## src/rtl/pp_seq_multiplier.sv

```systemverilog
`default_nettype none
// +----------------------------------------------------------------------------+
// | Module      : pp_seq_multiplier                                            |
// | Description : Sequential shift-add multiplier. The WIDTH partial-product   |
// |               rows of A x B are summed ROWS_PER_CYCLE rows per clock into  |
// |               a 2*WIDTH-bit accumulator. Each transaction selects unsigned |
// |               or two's-complement operands. Operands are taken on a        |
// |               valid/ready handshake and the product is returned on one.    |
// | Ports       : clk, rst_n (async, active low), clear (sync abort)           |
// |               in_valid/in_ready/in_signed/in_a/in_b  - operand handshake   |
// |               out_valid/out_ready/out_p               - product handshake  |
// |               busy                                    - accumulating       |
// | Revision    : 1.0  initial release                                         |
// +----------------------------------------------------------------------------+
module pp_seq_multiplier #(
    parameter int WIDTH          = 8,
    parameter int ROWS_PER_CYCLE = 1
) (
    input  logic                 clk,
    input  logic                 rst_n,
    input  logic                 clear,
    input  logic                 in_valid,
    output logic                 in_ready,
    input  logic                 in_signed,
    input  logic [WIDTH-1:0]     in_a,
    input  logic [WIDTH-1:0]     in_b,
    output logic                 out_valid,
    input  logic                 out_ready,
    output logic [2*WIDTH-1:0]   out_p,
    output logic                 busy
);

    localparam int PW    = 2 * WIDTH;
    localparam int IDX_W = $clog2(WIDTH);

    localparam logic [IDX_W-1:0] C_LAST_IDX = IDX_W'(WIDTH - ROWS_PER_CYCLE);
    localparam logic [IDX_W-1:0] C_STEP     = IDX_W'(ROWS_PER_CYCLE);
    localparam logic [IDX_W-1:0] C_TOP_ROW  = IDX_W'(WIDTH - 1);

    typedef enum logic [1:0] {
        S_IDLE = 2'd0,
        S_BUSY = 2'd1,
        S_DONE = 2'd2
    } state_t;

    state_t                              r_state;
    state_t                              w_state_next;

    logic [PW-1:0]                       r_a;       // multiplicand, already extended to PW
    logic [WIDTH-1:0]                    r_b;
    logic                                r_signed;
    logic [PW-1:0]                       r_acc;
    logic [IDX_W-1:0]                    r_idx;     // first row handled this cycle

    logic                                w_accept;
    logic                                w_last;
    logic [ROWS_PER_CYCLE-1:0][PW-1:0]   w_rows;
    logic [ROWS_PER_CYCLE-1:0]           w_sub;
    logic [PW-1:0]                       w_acc_next;

    assign w_last = (r_idx == C_LAST_IDX);

    // ------------------------------------------------------------------------
    // Control FSM
    // ------------------------------------------------------------------------
    always_ff @(posedge clk or negedge rst_n) begin
        if (!rst_n) begin
            r_state <= S_IDLE;
        end else begin
            r_state <= w_state_next;
        end
    end

    always_comb begin
        w_state_next = r_state;
        in_ready     = 1'b0;
        out_valid    = 1'b0;
        busy         = 1'b0;
        w_accept     = 1'b0;
        case (r_state)
            S_IDLE: begin
                in_ready = 1'b1;
                if (in_valid) begin
                    w_accept     = 1'b1;
                    w_state_next = S_BUSY;
                end
            end
            S_BUSY: begin
                busy = 1'b1;
                if (w_last) begin
                    w_state_next = S_DONE;
                end
            end
            S_DONE: begin
                out_valid = 1'b1;
                if (out_ready) begin
                    w_state_next = S_IDLE;
                end
            end
            default: begin
                w_state_next = S_IDLE;
            end
        endcase
        // Abort overrides any transition, including an accept in IDLE.
        if (clear) begin
            w_state_next = S_IDLE;
            w_accept     = 1'b0;
        end
    end

    // ------------------------------------------------------------------------
    // Partial-product rows for this cycle
    // ------------------------------------------------------------------------
    for (genvar k = 0; k < ROWS_PER_CYCLE; k++) begin : g_rows
        logic [IDX_W-1:0] w_pos;
        logic             w_bit;

        assign w_pos     = r_idx + IDX_W'(k);
        assign w_bit     = |(r_b & (WIDTH'(1) << w_pos));
        assign w_rows[k] = w_bit ? (r_a << w_pos) : '0;
        // The multiplier's sign bit carries weight -2^(WIDTH-1) in signed mode.
        assign w_sub[k]  = r_signed && (w_pos == C_TOP_ROW);
    end

    always_comb begin
        w_acc_next = r_acc;
        for (int k = 0; k < ROWS_PER_CYCLE; k++) begin
            if (w_sub[k]) begin
                w_acc_next = w_acc_next - w_rows[k];
            end else begin
                w_acc_next = w_acc_next + w_rows[k];
            end
        end
    end

    // ------------------------------------------------------------------------
    // Datapath registers
    // ------------------------------------------------------------------------
    always_ff @(posedge clk or negedge rst_n) begin
        if (!rst_n) begin
            r_a      <= '0;
            r_b      <= '0;
            r_signed <= 1'b0;
            r_acc    <= '0;
            r_idx    <= '0;
        end else if (w_accept) begin
            r_a      <= in_signed ? {{WIDTH{in_a[WIDTH-1]}}, in_a} : {{WIDTH{1'b0}}, in_a};
            r_b      <= in_b;
            r_signed <= in_signed;
            r_acc    <= '0;
            r_idx    <= '0;
        end else if ((r_state == S_BUSY) && !clear) begin
            r_acc    <= w_acc_next;
            r_idx    <= r_idx + C_STEP;
        end
    end

    // Product is only presented in DONE so that reset and idle show zero.
    assign out_p = (r_state == S_DONE) ? r_acc : '0;

endmodule
`default_nettype wire

```

## config.mk

```make
export PLATFORM = sky130hd
export DESIGN_NAME = pp_seq_multiplier
export DESIGN_NICKNAME = d
export VERILOG_FILES = /design/src/rtl/pp_seq_multiplier.sv
export SDC_FILE = /design/constraint.sdc
export NUM_CORES = 1
export LEC_CHECK = 0
export ABC_AREA = 1
export BUFFER_PORTS_ARGS = -buffer_cell sky130_fd_sc_hd__buf_2
export CORE_MARGIN = 4
export CORE_UTILIZATION = 30
export CTS_CLUSTER_DIAMETER = 50
export DETAILED_ROUTE_END_ITERATION = 10
export SYNTH_ARGS = -nofsm -noshare
export SYNTH_HDL_FRONTEND = slang
export SYNTH_SLANG_ARGS = --single-unit
```

## constraint.sdc

```tcl
create_clock -name clk -period 6.3 [get_ports clk]
set_input_delay 0.63 -clock clk [delete_from_list [all_inputs] [get_ports clk]]
set_output_delay 0.63 -clock clk [all_outputs]
set_load 0.01 [all_outputs]
```

### After elaboration in Yosys (flattened, before gate mapping)

Index checks and enable logic that the tools add are counted.

| storage, ports and cells | value |
|---|---|
| input bits | 22 |
| flip-flop bits (word level) | 46 |
| word-level logic and storage cells | 44 |
| output and inout port bits | 19 |

| operators by class | value |
|---|---|
| reduce and logical (&&, ||, !) cells | 7 |
| muxes and demuxes | 19 |
| add/sub/neg operators | 3 |
| equality and inequality tests | 6 |
| shift-type cells | 2 |
| bitwise gates (word level) | 1 |

Operator list:

| kind | number |
|---|---|
| two-way mux 16 bit | 6 |
| adder 16 bit | 1 |
| << shifter 16 x 3 -> 16 bit | 1 |
| subtractor 16 bit | 1 |
| != test 3 bit, second input constant | 3 |
| AND 8 bit | 1 |
| two-way mux 2 bit | 4 |
| OR reduction 8 bit | 1 |
| << shifter 1 x 3 -> 8 bit, first input constant | 1 |
| two-way mux 1 bit | 6 |
| two-way mux 3 bit | 2 |
| case mux 2 bit (3 select lines) | 1 |
| adder 3 x 1 -> 3 bit, second input constant | 1 |
| equality test 3 bit, second input constant | 1 |
| AND reduction 3 bit | 1 |
| equality test 2 x 1 -> 1 bit, second input constant | 1 |
| equality test 2 bit, second input constant | 1 |
| logical AND 1 bit | 2 |
| logical NOT 2 bit | 1 |
| nonzero test 2 bit | 1 |
| logical NOT 1 bit | 1 |

### Depth between registers and ports, before layout

| logic depth | value |
|---|---|
| word-level depth | 8 |
| gate-level depth with buffers | 29 |
| gate-level depth less buffers | 27 |

### Worst setup path before layout

OpenSTA, ideal clock, no wires.

| path | value |
|---|---|
| kind | register to register |
| from | register r_idx[1] |
| to | register r_acc[12] |
| data required time | 6174 ps |
| data arrival time | 3355 ps |
| setup time | 126 ps |
| stages on the path, launching flop included | 27 |
| path slack | 2818 ps |
| period minus slack after synthesis | 3482 ps |
| buffers on the path | 3 |
| cells stage by stage | dfrtp_1 -> buf_4 -> inv_2 -> buf_6 -> ha_1 -> nand3_2 -> nand2_1 -> nor2_4 -> nand2_4 -> buf_6 -> nand2_1 -> ha_1 -> nand2_1 -> o21ai_0 -> fa_1 -> inv_1 -> nand3_1 -> nand2_1 -> inv_1 -> nor2_1 -> nor2_1 -> o21ai_0 -> a21boi_0 -> o21ai_0 -> nand2_1 -> nand2_1 -> o21ai_0 |

| on the way | value |
|---|---|
| cells in the longest elaborated chain, start to end | 8 |
| elaborated cells on any way between the ends | 12 |
| those cells by class | add/sub: 2; eq/ne: 1; shift: 2; mux: 4; bitwise: 1; reduce/logical: 2 |

RTL lines:

| what | RTL line | RTL |
|---|---|---|
| start, declared | 53 | `logic [IDX_W-1:0] r_idx;` |
| start signal, assigned | 154 | `r_idx <= r_idx + C_STEP;` |
| << shifter 1 x 3 -> 8 bit | 119 | `assign w_bit = \|(r_b & (WIDTH'(1) << w_pos));` |
| AND 8 bit | 119 |  |
| OR reduction 8 bit | 119 |  |
| two-way mux 16 bit | 120 | `assign w_rows[k] = w_bit ? (r_a << w_pos) : '0;` |
| adder 16 bit or subtractor 16 bit (tied branches) | 131, 129 |  |
| two-way mux 16 bit (*) | 128 | `if (w_sub[k]) begin` |
| two-way mux 16 bit (*) | 152 | `end else if ((r_state == S_BUSY) && !clear) begin` |
| two-way mux 16 bit (*) | 146 | `end else if (w_accept) begin` |
| end signal, assigned | 153 | `r_acc <= w_acc_next;` |
| end, declared | 52 | `logic [PW-1:0] r_acc;` |

Mark *: on every way between the ends. The rest lies on a longest branch, timed or not. The select of a mux whose other input is x is not followed.
A chain may end at the register's enable or synchronous reset.

### Worst setup path after layout

| path | value |
|---|---|
| from | register r_idx[2] |
| to | register r_acc[12] |

Same word-level chain as after synthesis.

==> results.py <==
metrics = {
    "run_status": {
        "status": "finished clean",
    },
    "yosys": {
        "synth_edf_count": 0,
        "yosys.area.top_type": "dfrtp_1",
        "synth.top_cells.by_area": "dfrtp_1, nand2_1, ha_1, inv_1, nand3_1",
        "synth_warnings": 0,
        "synth_top_flop_cell": "dfrtp_1",
        "yosysTopAreaCellShare_pct": 29.7,
        "synthesis.nets": 534,
        "async_reset_ff_share_pct": 100,
        "syn_avg_cell_area_um2": 6.73,
        "seq_area_frac_synth_pct": 29.7,
        "ys_seq_elements": 39,
        "synthCells": 489,
        "netlist-cell-type-count": 39,
        "netlist_area_um2": 3290,
    },
    "clocking": {
        "worst_skew_pair.late_latency_ns": 0.30,
        "cts_buffers": 5,
        "cts_max_level": 2,
        "clock_tree.buffer_depth": 2,
        "post_cts_buffers": 0,
        "cts.sinks": 39,
        "cts_tree": "yes",
        "hold_buffers": 0,
        "cts_resized": 0,
        "cts_root_buf": "clkbuf_8",
        "clk_pin_slew_worst_paths_ns": 0.09,
    },
    "job": {
        "drv_cap": 0,
    },
    "sta": {
        "finClkSkew_ns": 0.00796,
        "slew_violations": 0,
        "tns_ns": 0,
        "holdWs_ns": 0.454,
        "worst_pin_slew_ns": 0.907,
        "min_period_ns": 4.31,
        "maxSlewHeadroom_pct": 39.5,
        "max_freq_mhz": 232,
        "final-hold-violation-count": 0,
        "rsz0062_at_grt": "false",
        "setup_viol": 0,
        "finalCritPeriodShare_pct": 68.3,
    },
    "grt": {
        "grt.total_usage_pct": 12.6,
        "grt_use_met2_pct": 20.3,
        "grt.met3_usage_pct": 2.30,
        "grt_pass1_wl_um": 13500,
        "antenna_found_initial": 0,
        "grt_max_degree": 40,
        "grt-ovfl-total": 0,
        "grt-busiest-layer": "met2",
        "first_global_vias": 2890,
        "met1_usage_pct": 17.5,
    },
    "worst_setup_path": {
        "worstSetupEndpointType": "flip-flop",
        "critPathMaxFanout": 21,
        "crit_family": "simple AND/OR/NAND/NOR gates",
        "path_cells": "inv_2 -> ha_1 -> nand2_1 -> nand2_1 -> nor2_2 -> nand2_4 -> nand2_1 -> ha_1 -> nand2_1 -> o21ai_0 -> fa_1 -> inv_1 -> nand3_1 -> nand2_1 -> inv_1 -> nor2_1 -> nor2_1 -> o21ai_0 -> a21boi_0 -> o21ai_0 -> nand2_1 -> nand2_1 -> o21ai_0",
        "critPathRequiredTime_ns": 6.48,
        "crit_type": "flip-flop to flip-flop",
        "startpoint_type": "flip-flop",
        "worst_ep_arrival_time_ns": 4.48,
        "slowest_stage": "dfrtp_1",
        "cpPeakStageDelay_ns": 0.81,
        "crit_buf_inv": 3,
        "crit_top_cell": "nand2_1",
    },
    "route": {
        "firstDrtPassIters": 4,
        "drc": 0,
        "wire_per_inst_um": 12.2,
        "vias_per_cell": 4.64,
        "detail_route.iter0.violations": 143,
        "dr_total_vias": 3061,
        "routed_wl_um": 8020,
        "ant_nets": 0,
    },
    "die": {
        "io_pins": 41,
        "row_count": 37,
        "initial_core_util_pct": 31.3,
        "die_area_um2": 12700,
        "dieHeight_um": 113,
        "die_w_um": 113,
        "coreArea_um2": 10500,
    },
    "final_layout": {
        "nFillCells": 1146,
        "diodes": 0,
        "syn_to_final_growth_pct": 11.8,
        "final_layout_size_suffix_gt1_share_pct": 14.9,
        "fin_nets": 567,
    },
    "hold_path": {
        "hold_path_class": "input pin to asynchronous set/reset pin",
    },
    "placed_design": {
        "dp_hpwl_um": 6220,
        "port_buffers": 40,
        "place_congestion": 0.895,
    },
}
## metal layers
metal | up-vias | wire length [um]
met4 | 0 | 70
met3 | 7 | 281
li1 | 1633 | -
met1 | 1368 | 4020
met2 | 53 | 3650
met5 | - | 0
## stage by stage
stage	utilization, %	setup WS (ns)	cells	cell area (um^2)
5_1_grt	35.0	1.55	659	3680
3_5_place_dp	34.1	2.05	651	3580
3_3_place_gp	34.1	2.24	651	3580
2_1_floorplan	-	2.82	489	3290
4_1_cts	35.0	2.01	659	3680
6_report	35.0	1.99	659	3680
## synth_stat cells, drive strengths merged, types with 7 or more instances
| library cell | n |
|---|---|
| a21oi | 26 |
| nand2 | 162 |
| o21ai | 33 |
| xor2 | 7 |
| ha | 22 |
| dfrtp | 39 |
| xnor2 | 8 |
| buf | 8 |
| inv | 59 |
| clkbuf | 7 |
| nand3 | 44 |
| nor2 | 46 |
| o22ai | 9 |
## registers in the layout (all words and copies together), names as in the netlist
signal    cells
r_a           9
r_acc        16
r_signed      1
r_idx         3
r_state       2
r_b           8
## worst paths after layout
| path | startpoint | endpoint | slack (ns) | depth (start not counted) |
|---|---|---|---|---|
| worst max-delay path | r_idx[2] | r_acc[12] | 1.99 | 23 |
| worst min register to register | r_acc[15] | r_acc[15] | 0.50 | 2 |
| min in group clk | r_acc[15] | r_acc[15] | 0.50 | 2 |
| worst min-delay path | rst_n | r_a[5] | 0.45 | 1 |
| worst max register to register | r_idx[2] | r_acc[12] | 1.99 | 23 |
| max in group asynchronous | rst_n | r_acc[4] | 5.27 | 1 |
## layout by cell type (no fill, tap or decap), types with 2 or more instances in the layout
cell type | Yosys | layout
nor2_2 | 4 | 4
nand2_2 | 5 | 5
clkbuf_8 | 0 | 6
o31ai_1 | 2 | 2
o21ai_1 | 2 | 2
xnor2_1 | 8 | 8
a31oi_1 | 2 | 2
nor3_1 | 2 | 2
o22ai_1 | 9 | 9
nand3_1 | 35 | 35
nand2_1 | 155 | 155
nand3_2 | 8 | 8
nand2_4 | 2 | 2
dfrtp_1 | 39 | 39
buf_2 | 4 | 40
o21ai_0 | 30 | 30
xor2_1 | 7 | 7
a21oi_1 | 25 | 25
inv_1 | 56 | 56
inv_2 | 3 | 3
clkinv_1 | 2 | 2
ha_1 | 22 | 22
nand4_1 | 2 | 2
nor2_1 | 41 | 41
## kinds of logic after synthesis
logic type / Yosys count / share of synthesized area (%)
xor+xnor: 15 / 3.99
simple gates: 260 / 34.9
compound gates: 76 / 12.8
buf+inv: 76 / 9.62
flops: 39 / 29.7
fa+ha+maj: 23 / 8.97
## worst register-to-register path, delay by kind of cell, from the launching register on
kind / cells / cell delay, ns
buffers and inverters: 3 / 0.37
AO/OA/AOI/OAI: 5 / 0.99
flip-flops: 1 / 0.81
adder cells (fa/ha/maj): 3 / 0.96
AND/OR/NAND/NOR: 12 / 1.07
## area by class of cell
| type | count | area [um^2] | share of cell area, % |
|---|---|---|---|
| multi-input cells | 374 | 2000 | 54.3 |
| flip-flops and latches | 39 | 976 | 26.5 |
| inverters | 61 | 229 | 6.22 |
| repair buffers | 41 | 208 | 5.64 |
| well taps | 136 | 170 | 4.62 |
| clock buffers | 6 | 82.6 | 2.24 |
| clock inverters | 2 | 16.3 | 0.442 |
Power is left out: the tool's default activity adds up to more than one toggle a clock period on the data nets, which glitch-free logic cannot reach.
